===== src/rtl/div_unit_if.sv =====
// div_unit_if: start/busy/valid handshake bundle between the execute stage
// and the iterative divider.
//   i_start   start request, sampled only while o_busy is low
//   i_funct3  100 DIV, 101 DIVU, 110 REM, 111 REMU (bit0 = unsigned)
//   i_op1     dividend
//   i_op2     divisor
//   i_flush   synchronous abort (pipeline flush)
//   o_busy    operation in progress
//   o_valid   one-cycle result-ready pulse
//   o_div     quotient, held until the next result write
//   o_rem     remainder, held until the next result write
// master = issuing pipeline side, slave = divider.
interface div_unit_if #(
    parameter int XLEN = 32
);
    logic            i_start;
    logic [2:0]      i_funct3;
    logic [XLEN-1:0] i_op1;
    logic [XLEN-1:0] i_op2;
    logic            i_flush;
    logic            o_busy;
    logic            o_valid;
    logic [XLEN-1:0] o_div;
    logic [XLEN-1:0] o_rem;

    modport master (
        output i_start, i_funct3, i_op1, i_op2, i_flush,
        input  o_busy, o_valid, o_div, o_rem
    );

    modport slave (
        input  i_start, i_funct3, i_op1, i_op2, i_flush,
        output o_busy, o_valid, o_div, o_rem
    );
endinterface


===== src/rtl/div_unit.sv =====
// div_unit: iterative radix-2 restoring divider for RV32M DIV/DIVU/REM/REMU.
// One quotient bit per cycle; divide-by-zero and signed overflow resolve in
// a single cycle without leaving IDLE.
// Ports:
//   i_clk    core clock, rising edge
//   i_reset  asynchronous, active-high reset
//   bus      div_unit_if.slave handshake/operand/result bundle
// Timing (start accepted at edge T): o_busy high T+1..T+33, o_valid in T+34;
// special cases give o_valid in T+1 with o_busy never raised.
module div_unit #(
    parameter int XLEN = 32
) (
    input  logic       i_clk,
    input  logic       i_reset,
    div_unit_if.slave  bus
);
    localparam int CW = $clog2(XLEN);
    localparam logic [XLEN-1:0] MIN_NEG = {1'b1, {(XLEN-1){1'b0}}};

    typedef enum logic [1:0] {IDLE, CALC, FIX} state_t;

    state_t          state, state_next;
    logic [CW-1:0]   cnt;
    logic [XLEN-1:0] dvd;      // dividend magnitude; quotient bits shift in at the bottom
    logic [XLEN-1:0] dsr;      // divisor magnitude
    logic [XLEN-1:0] prem;     // partial remainder
    logic            neg_q;
    logic            neg_r;
    logic [XLEN-1:0] div_r;
    logic [XLEN-1:0] rem_r;
    logic            valid_r;

    // Only bit0 of funct3 distinguishes the operations here.
    logic unused_funct3;
    assign unused_funct3 = ^bus.i_funct3[2:1];

    logic            is_signed;
    logic [XLEN-1:0] abs1, abs2;
    logic            div_zero, sgn_ovf;
    logic [XLEN:0]   trial;

    assign is_signed = ~bus.i_funct3[0];
    assign abs1      = (is_signed && bus.i_op1[XLEN-1]) ? -bus.i_op1 : bus.i_op1;
    assign abs2      = (is_signed && bus.i_op2[XLEN-1]) ? -bus.i_op2 : bus.i_op2;
    assign div_zero  = (bus.i_op2 == '0);
    assign sgn_ovf   = is_signed && (bus.i_op1 == MIN_NEG) && (bus.i_op2 == '1);
    // prem < dsr always holds, so {prem, next bit} - dsr fits in XLEN+1 bits
    // and the top bit alone tells whether the subtraction succeeded.
    assign trial     = {prem, dvd[XLEN-1]} - {1'b0, dsr};

    logic load, spec_wr, fix_wr;

    always_comb begin
        state_next = state;
        load       = 1'b0;
        spec_wr    = 1'b0;
        fix_wr     = 1'b0;
        if (bus.i_flush) begin
            state_next = IDLE;
        end else begin
            unique case (state)
                IDLE: begin
                    if (bus.i_start) begin
                        if (div_zero || sgn_ovf) begin
                            spec_wr = 1'b1;
                        end else begin
                            load       = 1'b1;
                            state_next = CALC;
                        end
                    end
                end
                CALC: begin
                    if (cnt == '0) state_next = FIX;
                end
                FIX: begin
                    fix_wr     = 1'b1;
                    state_next = IDLE;
                end
                default: state_next = IDLE;
            endcase
        end
    end

    always_ff @(posedge i_clk or posedge i_reset) begin
        if (i_reset) state <= IDLE;
        else         state <= state_next;
    end

    always_ff @(posedge i_clk or posedge i_reset) begin
        if (i_reset) begin
            cnt     <= '0;
            dvd     <= '0;
            dsr     <= '0;
            prem    <= '0;
            neg_q   <= 1'b0;
            neg_r   <= 1'b0;
            div_r   <= '0;
            rem_r   <= '0;
            valid_r <= 1'b0;
        end else begin
            valid_r <= spec_wr | fix_wr;
            if (spec_wr) begin
                if (div_zero) begin
                    div_r <= '1;
                    rem_r <= bus.i_op1;
                end else begin
                    div_r <= MIN_NEG;
                    rem_r <= '0;
                end
            end
            if (load) begin
                dvd   <= abs1;
                dsr   <= abs2;
                prem  <= '0;
                cnt   <= CW'(XLEN - 1);
                neg_q <= is_signed & (bus.i_op1[XLEN-1] ^ bus.i_op2[XLEN-1]);
                neg_r <= is_signed & bus.i_op1[XLEN-1];
            end
            if (state == CALC && !bus.i_flush) begin
                if (!trial[XLEN]) begin
                    prem <= trial[XLEN-1:0];
                    dvd  <= {dvd[XLEN-2:0], 1'b1};
                end else begin
                    prem <= {prem[XLEN-2:0], dvd[XLEN-1]};
                    dvd  <= {dvd[XLEN-2:0], 1'b0};
                end
                cnt <= cnt - 1'b1;
            end
            if (fix_wr) begin
                div_r <= neg_q ? -dvd : dvd;
                rem_r <= neg_r ? -prem : prem;
            end
        end
    end

    assign bus.o_busy  = (state != IDLE);
    assign bus.o_valid = valid_r;
    assign bus.o_div   = div_r;
    assign bus.o_rem   = rem_r;
endmodule


===== src/flat_wrapper.sv =====
// flat-port wrapper written by rule: the top's interface ports become plain ports
module div_unit_flat 
#(
    parameter int XLEN = 32
)
  (i_clk, i_reset, bus_i_start, bus_i_funct3, bus_i_op1, bus_i_op2, bus_i_flush, bus_o_busy, bus_o_valid, bus_o_div, bus_o_rem);
  div_unit_if #(.XLEN(XLEN)) bus_i ();
  input  logic i_clk;
  input  logic i_reset;
  input wire logic [$bits(bus_i.i_start)-1:0] bus_i_start;
  input wire logic [$bits(bus_i.i_funct3)-1:0] bus_i_funct3;
  input wire logic [$bits(bus_i.i_op1)-1:0] bus_i_op1;
  input wire logic [$bits(bus_i.i_op2)-1:0] bus_i_op2;
  input wire logic [$bits(bus_i.i_flush)-1:0] bus_i_flush;
  output wire logic [$bits(bus_i.o_busy)-1:0] bus_o_busy;
  output wire logic [$bits(bus_i.o_valid)-1:0] bus_o_valid;
  output wire logic [$bits(bus_i.o_div)-1:0] bus_o_div;
  output wire logic [$bits(bus_i.o_rem)-1:0] bus_o_rem;
  assign bus_i.i_start = bus_i_start;
  assign bus_i.i_funct3 = bus_i_funct3;
  assign bus_i.i_op1 = bus_i_op1;
  assign bus_i.i_op2 = bus_i_op2;
  assign bus_i.i_flush = bus_i_flush;
  assign bus_o_busy = bus_i.o_busy;
  assign bus_o_valid = bus_i.o_valid;
  assign bus_o_div = bus_i.o_div;
  assign bus_o_rem = bus_i.o_rem;
  div_unit #(.XLEN(XLEN)) u_core (.i_clk(i_clk), .i_reset(i_reset), .bus(bus_i));
endmodule

===== config.mk =====
export PLATFORM = sky130hd
export DESIGN_NAME = div_unit_flat
export DESIGN_NICKNAME = d
export VERILOG_FILES = /design/src/rtl/div_unit_if.sv /design/src/rtl/div_unit.sv /design/src/flat_wrapper.sv
export SDC_FILE = /design/constraint.sdc
export NUM_CORES = 1
export LEC_CHECK = 0
export ABC_CLOCK_PERIOD_IN_PS = 10200
export CAP_MARGIN = 20
export CORE_MARGIN = 8
export CORE_UTILIZATION = 55
export DETAILED_ROUTE_END_ITERATION = 12
export GPL_TIMING_DRIVEN = 0
export PLACE_DENSITY = 0.79
export RECOVER_POWER = 50
export SYNTH_ARGS = -nofsm -noshare
export SYNTH_HDL_FRONTEND = slang
export SYNTH_SLANG_ARGS = --single-unit

===== constraint.sdc =====
create_clock -name i_clk -period 10.2 [get_ports i_clk]
set_input_delay 2.04 -clock i_clk [delete_from_list [all_inputs] [get_ports i_clk]]
set_output_delay 2.04 -clock i_clk [all_outputs]
set_load 0.05 [all_outputs]

# After elaboration in Yosys (flattened, before gate mapping)
# Cells that the tools add are included.
[word_totals]
regBits = 170
latchBits = 0
ramBits = 0
mem_bits_ro = 0
inputBits = 71
memories = 0
[classes]
addsub = 6
multipliers = 0
n_div = 0
order_cmp = 0
n_eq_ne = 7
shift = 0
mux = 33
n_bitwise = 5
n_reduce_logical = 14
[op_table]
columns = ["operator", "count"]
rows = [
  ["32-bit two-way mux", 14],
  ["32-bit negation", 4],
  ["32-bit equality test, second input constant", 2],
  ["33-bit by 32-bit subtractor with 33-bit output", 1],
  ["32-bit zero test", 1],
  ["31-bit two-way mux", 1],
  ["1-bit two-way mux", 11],
  ["5-bit two-way mux", 2],
  ["2-bit two-way mux", 4],
  ["3-bit inequality test, second input constant", 2],
  ["2-bit nonzero test", 3],
  ["1-bit logical AND", 5],
  ["5-bit zero test", 1],
  ["5-bit by 1-bit subtractor with 5-bit output, second input constant", 1],
  ["2-bit one-hot mux with 2 select lines", 1],
  ["3-bit by 2-bit inequality test with 1-bit output, second input constant", 1],
  ["3-bit AND reduction", 1],
  ["1-bit AND", 2],
  ["2-bit by 1-bit equality test with 1-bit output, second input constant", 1],
  ["2-bit equality test, second input constant", 1],
  ["2-bit zero test", 1],
  ["1-bit zero test", 1],
  ["1-bit logical OR", 1],
  ["1-bit NOT", 1],
  ["2 further kinds", 2],
]

# Longest topological paths before layout
# Gate-level depths: netlist of run 1.
[logic_depth]
depth_word = 10
depth_mapped = 14

# Least setup slack after synthesis of run 1
# No wires, ideal clock.
[synth_path]
path_kind = "in2reg"
from = "input bus_i_op1[14]"
to = "register u_core.dvd[11]"
arrival_time_ns = 4.521
required_time_ns = 10.074
setup_slack_ns = 5.553
stages = 11
path_cell_list = "or4_1 -> nor4_1 -> nor2b_1 -> nand3_1 -> o21ai_1 -> or2_2 -> clkbuf_1 -> buf_2 -> clkbuf_1 -> nor2_1 -> a221o_1"
[synth_via]
elab_chain_len = 9
[synth_rtl]
columns = ["element", "line", "text"]
rows = [
  ["start, declared", "flat_wrapper.sv:12", "input wire logic [$bits(bus_i.i_op1)-1:0] bus_i_op1;"],
  ["32-bit equality test", "div_unit.sv:46", "assign sgn_ovf = is_signed && (bus.i_op1 == MIN_NEG) && (bus.i_op2 == '1);"],
  ["1-bit logical AND (2 in series)", "div_unit.sv:46", ""],
  ["1-bit logical OR", "div_unit.sv:64", "if (div_zero || sgn_ovf) begin"],
  ["1-bit two-way mux", "div_unit.sv:64", ""],
  ["1-bit two-way mux", "div_unit.sv:63", "if (bus.i_start) begin"],
  ["1-bit two-way mux", "div_unit.sv:61", "unique case (state)"],
  ["1-bit two-way mux", "div_unit.sv:58", "if (bus.i_flush) begin"],
  ["2-bit nonzero test (no line)", "n/a", ""],
  ["end signal, assigned", "div_unit.sv:112", "dvd <= abs1;"],
  ["end signal, assigned", "div_unit.sv:122", "dvd <= {dvd[XLEN-2:0], 1'b1};"],
  ["end signal, assigned", "div_unit.sv:125", "dvd <= {dvd[XLEN-2:0], 1'b0};"],
  ["end, declared", "div_unit.sv:24", "logic [XLEN-1:0] dvd;"],
]
# No other way between the ends.
# A chain may end at the register's enable or synchronous reset.

# Final worst setup path of run 1
[layout_path]
from = "input bus_i_op1[0]"
to = "register u_core.dvd[2]"
[layout_via]
elab_chain_len = 9
[layout_rtl]
columns = ["element"]
rows = [
  ["branches (longest 9 deep; another with 32-bit negation)"],
]
# Several ways; the timed one is not identified. The select of a mux whose other input is x is not followed.

==> results_dict.tcl, run 1 <==
set metrics [dict create \
    htree_levels 4 \
    ant_nets 0 \
    fmax_ghz 0.170 \
    hp-class "flop to flop" \
    routabilityCongestion 0.910 \
    fp.dieW_um 160 \
    fin_crit_sh_pct 57.5 \
    hold_buffers 0 \
    antenna_cells 0 \
    relSlewSlack_pct -134 \
    synth.cell_area_mm2 0.0114 \
    violations "max-capacitance violations, max-slew violations" \
    total_power_w 0.00304 \
    grt_use_met1_pct 32.0 \
    fillCellCount 1737 \
    clock_sinks 170 \
    dpl.cell_count 1725 \
    num_vias 10700 \
    hold_start "u_core.bus.o_div[7]$_DFFE_PP0P_" \
    cts_tree "yes" \
    synth_top_cell_area_share_pct 37.2 \
    avgSynthCellArea_um2 8.65 \
    whs_ns 0.467 \
    die_y_um 160 \
    drc 0 \
    criticalPathCategory "input pin to flop" \
    use_met3_pct 6.25 \
    clockBufferDepth 2 \
    area_growth_pct 20.3 \
    cts_setup_buffers 0 \
    ir_drop_mv 0.111 \
    maxSlewViolCount 80 \
    drive_gt1_share_pct 4.03 \
    crit_fanout 10 \
    critPathLaunchType "input pin" \
    worst-slew-pin-transition_ns 3.49 \
    syn_inst 1320 \
    hold_path_end "u_core.bus.o_div[7]$_DFFE_PP0P_" \
    outcome "finished, violations left" \
    holdPathStages 2 \
    fin_util_pct 67.7 \
    routed_wl_um 34200 \
    synth_edf_count 0 \
    drt_first_pass_iters 6 \
    seq_area_frac_synth_pct 37.2 \
    hpwl_um 27000 \
    cts_resized 0 \
    instances_no_fill 1757 \
    powerDensity_mw_per_mm2 222 \
    synth_warnings 0 \
    cp-end-kind "flop" \
    synth_area_leaders "dfrtp_1 37%, xnor2_1 6.7%, o21ai_0 5.1%" \
    final.min_clock_period_ns 5.87 \
    clockRootBuffer "clkbuf_16" \
    yosysMostFrequentCell "dfrtp_1" \
    port_buffers 134 \
    synth_top_cell_by_area "dfrtp_1" \
    grt_pass1_vias 10500 \
    reg2regPathDepth 14 \
    numCtsBuffers 17 \
    r2r-end "u_core.prem[7]$_DFFE_PP0P_" \
    drv_cap 1 \
    required_ns 10.48 \
    drtIter0Drc 919 \
    overflow 0 \
    postSynthNetCount 1431 \
    rrSetupSlack_ns 5.92 \
    clock_latency_ns 0.44 \
    rsz0062_at_grt "no" \
    gr-usage-met2_pct 44.7 \
    grt_pass1_wl_um 55400 \
    dieArea_mm2 0.0256 \
    top_usage_layer "met2" \
    track_usage_pct 26.7 \
    wl_per_cell_um 19.4 \
    setup-violations-final 0 \
    synth_cell_type_count 57 \
    antenna_found_initial 0 \
    synth-seq-cells 170 \
    async_flop_share_pct 100 \
    io_pins 137 \
    num_rows 52 \
    coreArea_mm2 0.0203 \
    ys.flop_type "dfrtp_1" \
    p_leak_nw 6.13 \
    grt_max_degree 92 \
    nNetsFinal 1585 \
    skew_ns 0.0103 \
    yosys-top-cells-count "170 x dfrtp_1, 129 x nor2_1, 124 x nand2_1" \
    r2r-start "u_core.dvd[31]$_DFFE_PP0P_" \
    setup_tns_ns 0 \
    vias_per_cell 6.06 \
    path_clk_slew_ns 0.07 \
    worstPathArrival_ns 6.14 \
    initial_core_util_pct 56.3 \
    finalHoldViolations 0 \
]
flip-flops by register name, summed over array words and instances, names as in the netlist, 2 cells and up:
signal / cells
u_core.cnt: 5
u_core.dvd: 32
u_core.dsr: 32
u_core.bus.o_rem: 32
u_core.prem: 32
u_core.state: 2
u_core.bus.o_div: 32
through the flow:
stage | area (um2) | worst slack, ns
2_1_floorplan | 11400 | 3.56
3_3_place_gp | 13100 | 1.51
3_5_place_dp | 13100 | 4.09
4_1_cts | 13700 | 4.50
5_1_grt | 13700 | 4.23
6_report | 13700 | 4.33
how the worst max path moves through the flow:
| stage | slack, ns | start | cells past startpoint | end |
|---|---|---|---|---|
| 2_1_floorplan | 3.56 | i_reset | 1 | u_core.bus.o_div[0]$_DFFE_PP0P_ |
| 3_3_place_gp | 1.51 | i_reset | 2 | u_core.dsr[30]$_DFFE_PP0P_ |
| 3_5_place_dp | 4.09 | bus_i_op1[0] | 13 | u_core.dvd[2]$_DFFE_PP0P_ |
| 4_1_cts | 4.50 | bus_i_op1[0] | 13 | u_core.dvd[2]$_DFFE_PP0P_ |
| 5_1_grt | 4.23 | bus_i_op1[0] | 14 | u_core.neg_q$_DFFE_PP0P_ |
| 6_report | 4.33 | bus_i_op1[0] | 13 | u_core.dvd[2]$_DFFE_PP0P_ |
cells by family (layout without fill, tap and decap cells):
| logic type | Yosys count | in the layout | share of synthesized area [%] |
|---|---|---|---|
| simple gates | 404 | 404 | 16.6 |
| flops | 170 | 170 | 37.2 |
| mux | 31 | 31 | 2.72 |
| buf+inv | 130 | 297 | 4.34 |
| compound gates | 396 | 396 | 23.2 |
| xor+xnor | 149 | 149 | 11.4 |
| fa+ha+maj | 40 | 40 | 4.45 |
layout by cell type, fill, tap and decap left out, drive strengths merged, types with 13 or more instances in the layout:
cell type      instances
a211o                 17
nor3                  17
nand3                 32
nor2                 129
dfrtp                170
a21oi                 77
clkbuf                88
nand4                 13
ha                    39
xor2                  62
o31ai                 34
nand2                124
a31oi                 16
inv                   54
clkdlybuf4s50        100
a22oi                 22
or4                   17
xnor2                 87
o41ai                 16
mux2i                 31
o21ai                124
a21o                  22
a221o                 37
dlygate4sd3           34
metal layers:
metal | vias to the layer above | wire [um]
met3 | 87 | 2530
met1 | 5025 | 13900
met5 | - | 0
met4 | 0 | 1300
met2 | 465 | 16400
li1 | 5075 | -
worst max-delay path, stage by stage:
cell and delay (ns):
clkdlybuf4s50_1 0.57, inv_1 0.12, ha_1 0.16, nor3b_1 0.46, nand3_1 0.29, nor2b_1 0.33, nand3_1 0.27, o21ai_1 0.28
or2_2 0.15, clkbuf_1 0.21, clkbuf_1 0.47, clkbuf_1 0.60, o221ai_1 0.18
cell type report:
cell class / instances / area (um2) / area share (%)
timing repair buffer: 135 / 1370 / 9.97
multi-input combinational: 1020 / 6670 / 48.6
clock inverter: 11 / 135 / 0.984
tap: 270 / 338 / 2.46
sequential: 170 / 4250 / 31.0
clock buffer: 21 / 470 / 3.43
inverter: 52 / 196 / 1.43
buffer: 78 / 300 / 2.19
power by group:
part | switching [W] | internal [W] | total [W] | leakage, nW
registers | 0.000186 | 0.000796 | 0.000982 | 2.21
clock network | 0.000286 | 0.000384 | 0.000670 | 0.287
logic | 0.000783 | 0.000608 | 0.00139 | 3.63
No activity file was read; power rests on OpenSTA's default activity.
==> run 2, diff against run 1 <==
ABC_CLOCK_PERIOD_IN_PS = 4700   (was 10200)
CORE_UTILIZATION = 52   (was 55)
PLACE_DENSITY = 0.78   (was 0.79)
clock period = 4.7 ns   (was 10.2 ns; I/O delays follow)
==> results_dict.tcl, run 2 (synthesis gave the netlist of run 1 again) <==
set metrics [dict create \
    critPathLaunchType "input pin" \
    worst-slew-pin-transition_ns 2.27 \
    drv_cap 1 \
    multi_input_area_mm2 0.00668 \
    stdcell_area_mm2 0.0138 \
    clockBufferDepth 2 \
    hpwl_um 27300 \
    drt_first_pass_iters 5 \
    hold_buffers 0 \
    whs_ns 0.472 \
    met3_length_um 2170 \
    criticalPathCategory "input pin to flop" \
    instances_no_fill 1770 \
    grt_pass1_vias 10300 \
    required_ns 5.06 \
    crit_fanout 10 \
    htree_levels 4 \
    ant_nets 0 \
    num_rows 54 \
    relSlewSlack_pct -51.6 \
    clock_sinks 170 \
    finalHoldViolations 0 \
    antenna_found_initial 0 \
    violations "max-capacitance violations, max-slew violations" \
    track_usage_pct 25.6 \
    powerDensity_mw_per_mm2 484 \
    drtIter0Drc 878 \
    placed_area_mm2 0.0132 \
    dieArea_mm2 0.0270 \
    grt_pass1_wl_um 54500 \
    total_power_w 0.00669 \
    cp-end-kind "flop" \
    hp-class "flop to flop" \
    fp.dieW_um 164 \
    ir_drop_mv 0.248 \
    final.min_clock_period_ns 4.54 \
    final_common_cell "dfrtp_1" \
    rsz0062_at_grt "no" \
    dpl.cell_count 1738 \
    maxSlewViolCount 39 \
    routed_wl_um 34200 \
    most-common-layout-cells "170 x dfrtp_1, 128 x nor2_1, 124 x nand2_1, 117 x o21ai_0, 100 x clkdlybuf4s50_1" \
    antenna_cells 0 \
    drc 0 \
    die_y_um 164 \
    overflow 0 \
    m1WireLength_um 14200 \
    pre_cts_ws_ns -0.410 \
    coreArea_mm2 0.0217 \
    initial_core_util_pct 52.7 \
    io_pins 137 \
    fillCellCount 1861 \
    ff_latch_area_mm2 0.00425 \
    grt_max_degree 43 \
    clockRootBuffer "clkbuf_16" \
    fmax_ghz 0.220 \
    vias_per_cell 5.97 \
    drive_gt1_share_pct 4.70 \
    area_growth_pct 20.9 \
    numCtsBuffers 17 \
    fin_crit_sh_pct 96.6 \
    cts_tree "yes" \
    wl_met2_um 16300 \
    routabilityCongestion 0.931 \
    skew_ns 0.0111 \
    nNetsFinal 1588 \
    port_buffers 134 \
    wl_per_cell_um 19.3 \
    path_clk_slew_ns 0.07 \
    outcome "finished, violations left" \
    num_vias 10600 \
    worstPathArrival_ns 4.90 \
    setup-violations-final 0 \
    p_leak_nw 6.18 \
    layout_setup_ws_ns 0.158 \
    highest_layer "met4" \
    clock_latency_ns 0.44 \
]
## run 2: final cells by class
cell class | count | area share, %
clock buffer | 18 | 3.11
tap | 280 | 2.54
inverter | 52 | 1.42
multi-input combinational | 1020 | 48.3
clock inverter | 14 | 1.50
sequential | 170 | 30.8
buffer | 78 | 2.24
timing repair buffer | 138 | 10.1
## run 2: through the flow
step	TNS, ns	util (%)
floorplan	0	-
global route	0	63.7
global placement	-13.69	60.5
detailed placement	-20.32	60.9
finish	0	63.7
CTS	0	63.8
## run 2: final timing paths
kind | cells after the start | slack (ns) | end | start
min in group asynchronous | 2 | 1.17 | u_core.bus.o_div[5]$_DFFE_PP0P_ | i_reset
worst min-delay path | 2 | 0.47 | u_core.bus.o_div[8]$_DFFE_PP0P_ | u_core.bus.o_div[8]$_DFFE_PP0P_
worst max-delay path | 13 | 0.16 | u_core.bus.o_div[31]$_DFFE_PP0P_ | bus_i_op1[25]
max in group asynchronous | 5 | 0.63 | u_core.dsr[22]$_DFFE_PP0P_ | i_reset
worst max register to register | 12 | 0.47 | u_core.prem[3]$_DFFE_PP0P_ | u_core.prem[16]$_DFFE_PP0P_
worst min register to register | 2 | 0.47 | u_core.bus.o_div[8]$_DFFE_PP0P_ | u_core.bus.o_div[8]$_DFFE_PP0P_
## run 2: what timing repair did
| action | 4_1_cts | 5_1_grt |
|---|---|---|
| setup endpoints to repair | 0 | 70 |
| resized for setup | 0 | 12 |
| endpoints found under the hold margin | 0 | 0 |
| setup buffers | 0 | 0 |
## run 2: report_power, final
| group | internal [W] | switching, W |
|---|---|---|
| registers | 0.00173 | 0.000414 |
| logic | 0.00132 | 0.00168 |
| clock network | 0.000904 | 0.000642 |
## run 2: critical path: stages
cell and delay (ns):
clkdlybuf4s50_1 0.51, or4_1 0.56, or3_1 0.36, nor2_1 0.38, nand4_1 0.38, o21ai_1 0.29, a21oi_1 0.09, nand2b_1 0.14
clkbuf_1 0.28, clkbuf_1 0.36, inv_1 0.39, nor2_1 0.08, a21oi_1 0.14
## run 2: metal layers
| layer | track usage, % | vias to the layer above |
|---|---|---|
| met2 | 42.9 | 396 |
| met1 | 31.3 | 5002 |
| met5 | 0 | - |
| li1 | - | 5078 |
| met4 | 14.0 | 0 |
| met3 | 3.83 | 92 |
==> run 3, diff against run 2 <==
PLACE_DENSITY = 0.87   (was 0.78)
SLEW_MARGIN = 0   (was unset)
==> results_dict.tcl, run 3 (synthesis gave the netlist of run 1 again) <==
set metrics [dict create \
    outcome "finished, violations left" \
    violations "max-capacitance violations, max-slew violations" \
    dieArea_mm2 0.0270 \
    area_growth_pct 20.4 \
    drt_first_pass_iters 6 \
    criticalPathCategory "input pin to flop" \
    antenna_found_initial 2 \
    skew_ns 0.00947 \
    stdcell_area_mm2 0.0137 \
    fin_crit_sh_pct 94.3 \
    htree_levels 4 \
    critPathLaunchType "input pin" \
    initial_core_util_pct 52.7 \
    io_pins 137 \
    die_y_um 164 \
    fp.dieW_um 164 \
    required_ns 5.04 \
    drv_cap 2 \
    track_usage_pct 26.0 \
    cts_setup_buffers 0 \
    grt_use_met1_pct 31.2 \
    coreArea_mm2 0.0217 \
    hold_buffers 0 \
    worstPathArrival_ns 4.77 \
    reg2regPathDepth 12 \
    p_seq_share_pct 32.6 \
    grt_pass1_vias 10900 \
    numCtsBuffers 17 \
    gr-usage-met2_pct 43.7 \
    top_usage_layer "met2" \
    wl_per_cell_um 19.8 \
    nNetsFinal 1588 \
    ant_nets 0 \
    rsz0062_at_grt "no" \
    setup_tns_ns 0 \
    drtIter0Drc 1276 \
    drive_gt1_share_pct 4.64 \
    num_vias 10900 \
    antenna_cells 0 \
    holdPathStages 2 \
    powerDensity_mw_per_mm2 480 \
    clockRootBuffer "clkbuf_16" \
    vias_per_cell 6.15 \
    final.min_clock_period_ns 4.43 \
    most-common-layout-cells "170 x dfrtp_1, 128 x nor2_1, 124 x nand2_1, 117 x o21ai_0, 101 x clkdlybuf4s50_1" \
    routabilityCongestion 0.964 \
    cts_tree "yes" \
    final_common_cell "dfrtp_1" \
    whs_ns 0.461 \
    crit_fanout 10 \
    grt_max_degree 43 \
    clockBufferDepth 2 \
    path_clk_slew_ns 0.06 \
    drc 0 \
    maxSlewViolCount 78 \
    hpwl_um 27400 \
    swShare_pct 40.9 \
    clock_sinks 170 \
    ir_drop_mv 0.269 \
    worst-slew-pin-transition_ns 2.27 \
    intPower_w 0.00390 \
    use_met3_pct 5.11 \
    relSlewSlack_pct -51.0 \
    cp-end-kind "flop" \
    overflow 0 \
    grt_pass1_wl_um 56000 \
    p_clk_share_pct 21.6 \
    power.switching_w 0.00270 \
    setup-violations-final 0 \
    routed_wl_um 34900 \
    power.share.combinational_pct 45.8 \
    placed_area_mm2 0.0132 \
    p_leak_nw 6.15 \
    fmax_ghz 0.226 \
    finalHoldViolations 0 \
    fillCellCount 1770 \
    port_buffers 134 \
    num_rows 54 \
    clock_latency_ns 0.44 \
    hp-class "flop to flop" \
]
==> run 3: worst paths after layout <==
kind | startpoint | slack [ns] | to
min | u_core.bus.o_rem[0]$_DFFE_PP0P_ | 0.46 | u_core.bus.o_rem[0]$_DFFE_PP0P_
max in group asynchronous | i_reset | 0.69 | u_core.dsr[22]$_DFFE_PP0P_
min in group asynchronous | i_reset | 1.05 | u_core.bus.o_div[9]$_DFFE_PP0P_
max reg2reg | u_core.prem[16]$_DFFE_PP0P_ | 0.58 | u_core.prem[13]$_DFFE_PP0P_
min reg2reg | u_core.bus.o_rem[0]$_DFFE_PP0P_ | 0.46 | u_core.bus.o_rem[0]$_DFFE_PP0P_
max | bus_i_op1[27] | 0.27 | u_core.prem[13]$_DFFE_PP0P_
==> run 3: per-stage QoR <==
step	utilization (%)	total power, W	instances	setup WS [ns]
after floorplan	-	0.00435	1320	1.15
after global placement	60.5	0.00499	1734	-0.252
after detailed placement	60.9	0.00511	1738	-0.322
after CTS	63.5	0.00654	1767	0.118
after global routing	63.4	0.00701	1767	0.00517
final	63.4	0.00660	1767	0.269
==> run 3: area by class of cell <==
cell class                 count  area [um2]  area share [%]
buffer                        78         312            2.27
clock buffer                  21         460            3.35
clock inverter                 8         121           0.883
inverter                      52         196            1.43
multi-input combinational   1020        6680            48.6
sequential                   170        4250            30.9
tap                          280         350            2.55
timing repair buffer         138        1370            9.99
==> run 3: repair_timing <==
item	CTS	global route
endpoints found under the hold margin	0	0
resized for setup	0	19
setup endpoints to repair	0	102
==> run 3: routing by layer <==
metal | wire [um] | vias to the layer above
li1 | - | 5072
met1 | 13800 | 5143
met2 | 16700 | 544
met3 | 2920 | 106
met4 | 1510 | 4
met5 | 27 | -
==> run 3: power groups by stage <==
stage,clock [W],combinational [W],sequential (W)
after detailed placement,0,0.00296,0.00215
after floorplan,0,0.00233,0.00202
after global placement,0,0.00287,0.00213
after global routing,0.00149,0.00334,0.00218
final,0.00142,0.00302,0.00215
after CTS,0.00142,0.00299,0.00213
==> run 3: worst max-delay path, cell delays in order <==
cell	delay [ns]
clkdlybuf4s50_1	0.47
or4_1	0.58
or3_1	0.34
nor2_1	0.39
nand4_1	0.34
o21ai_1	0.28
or2_2	0.15
clkbuf_1	0.21
clkbuf_2	0.33
clkbuf_1	0.43
nand3_1	0.16
o21ai_0	0.12
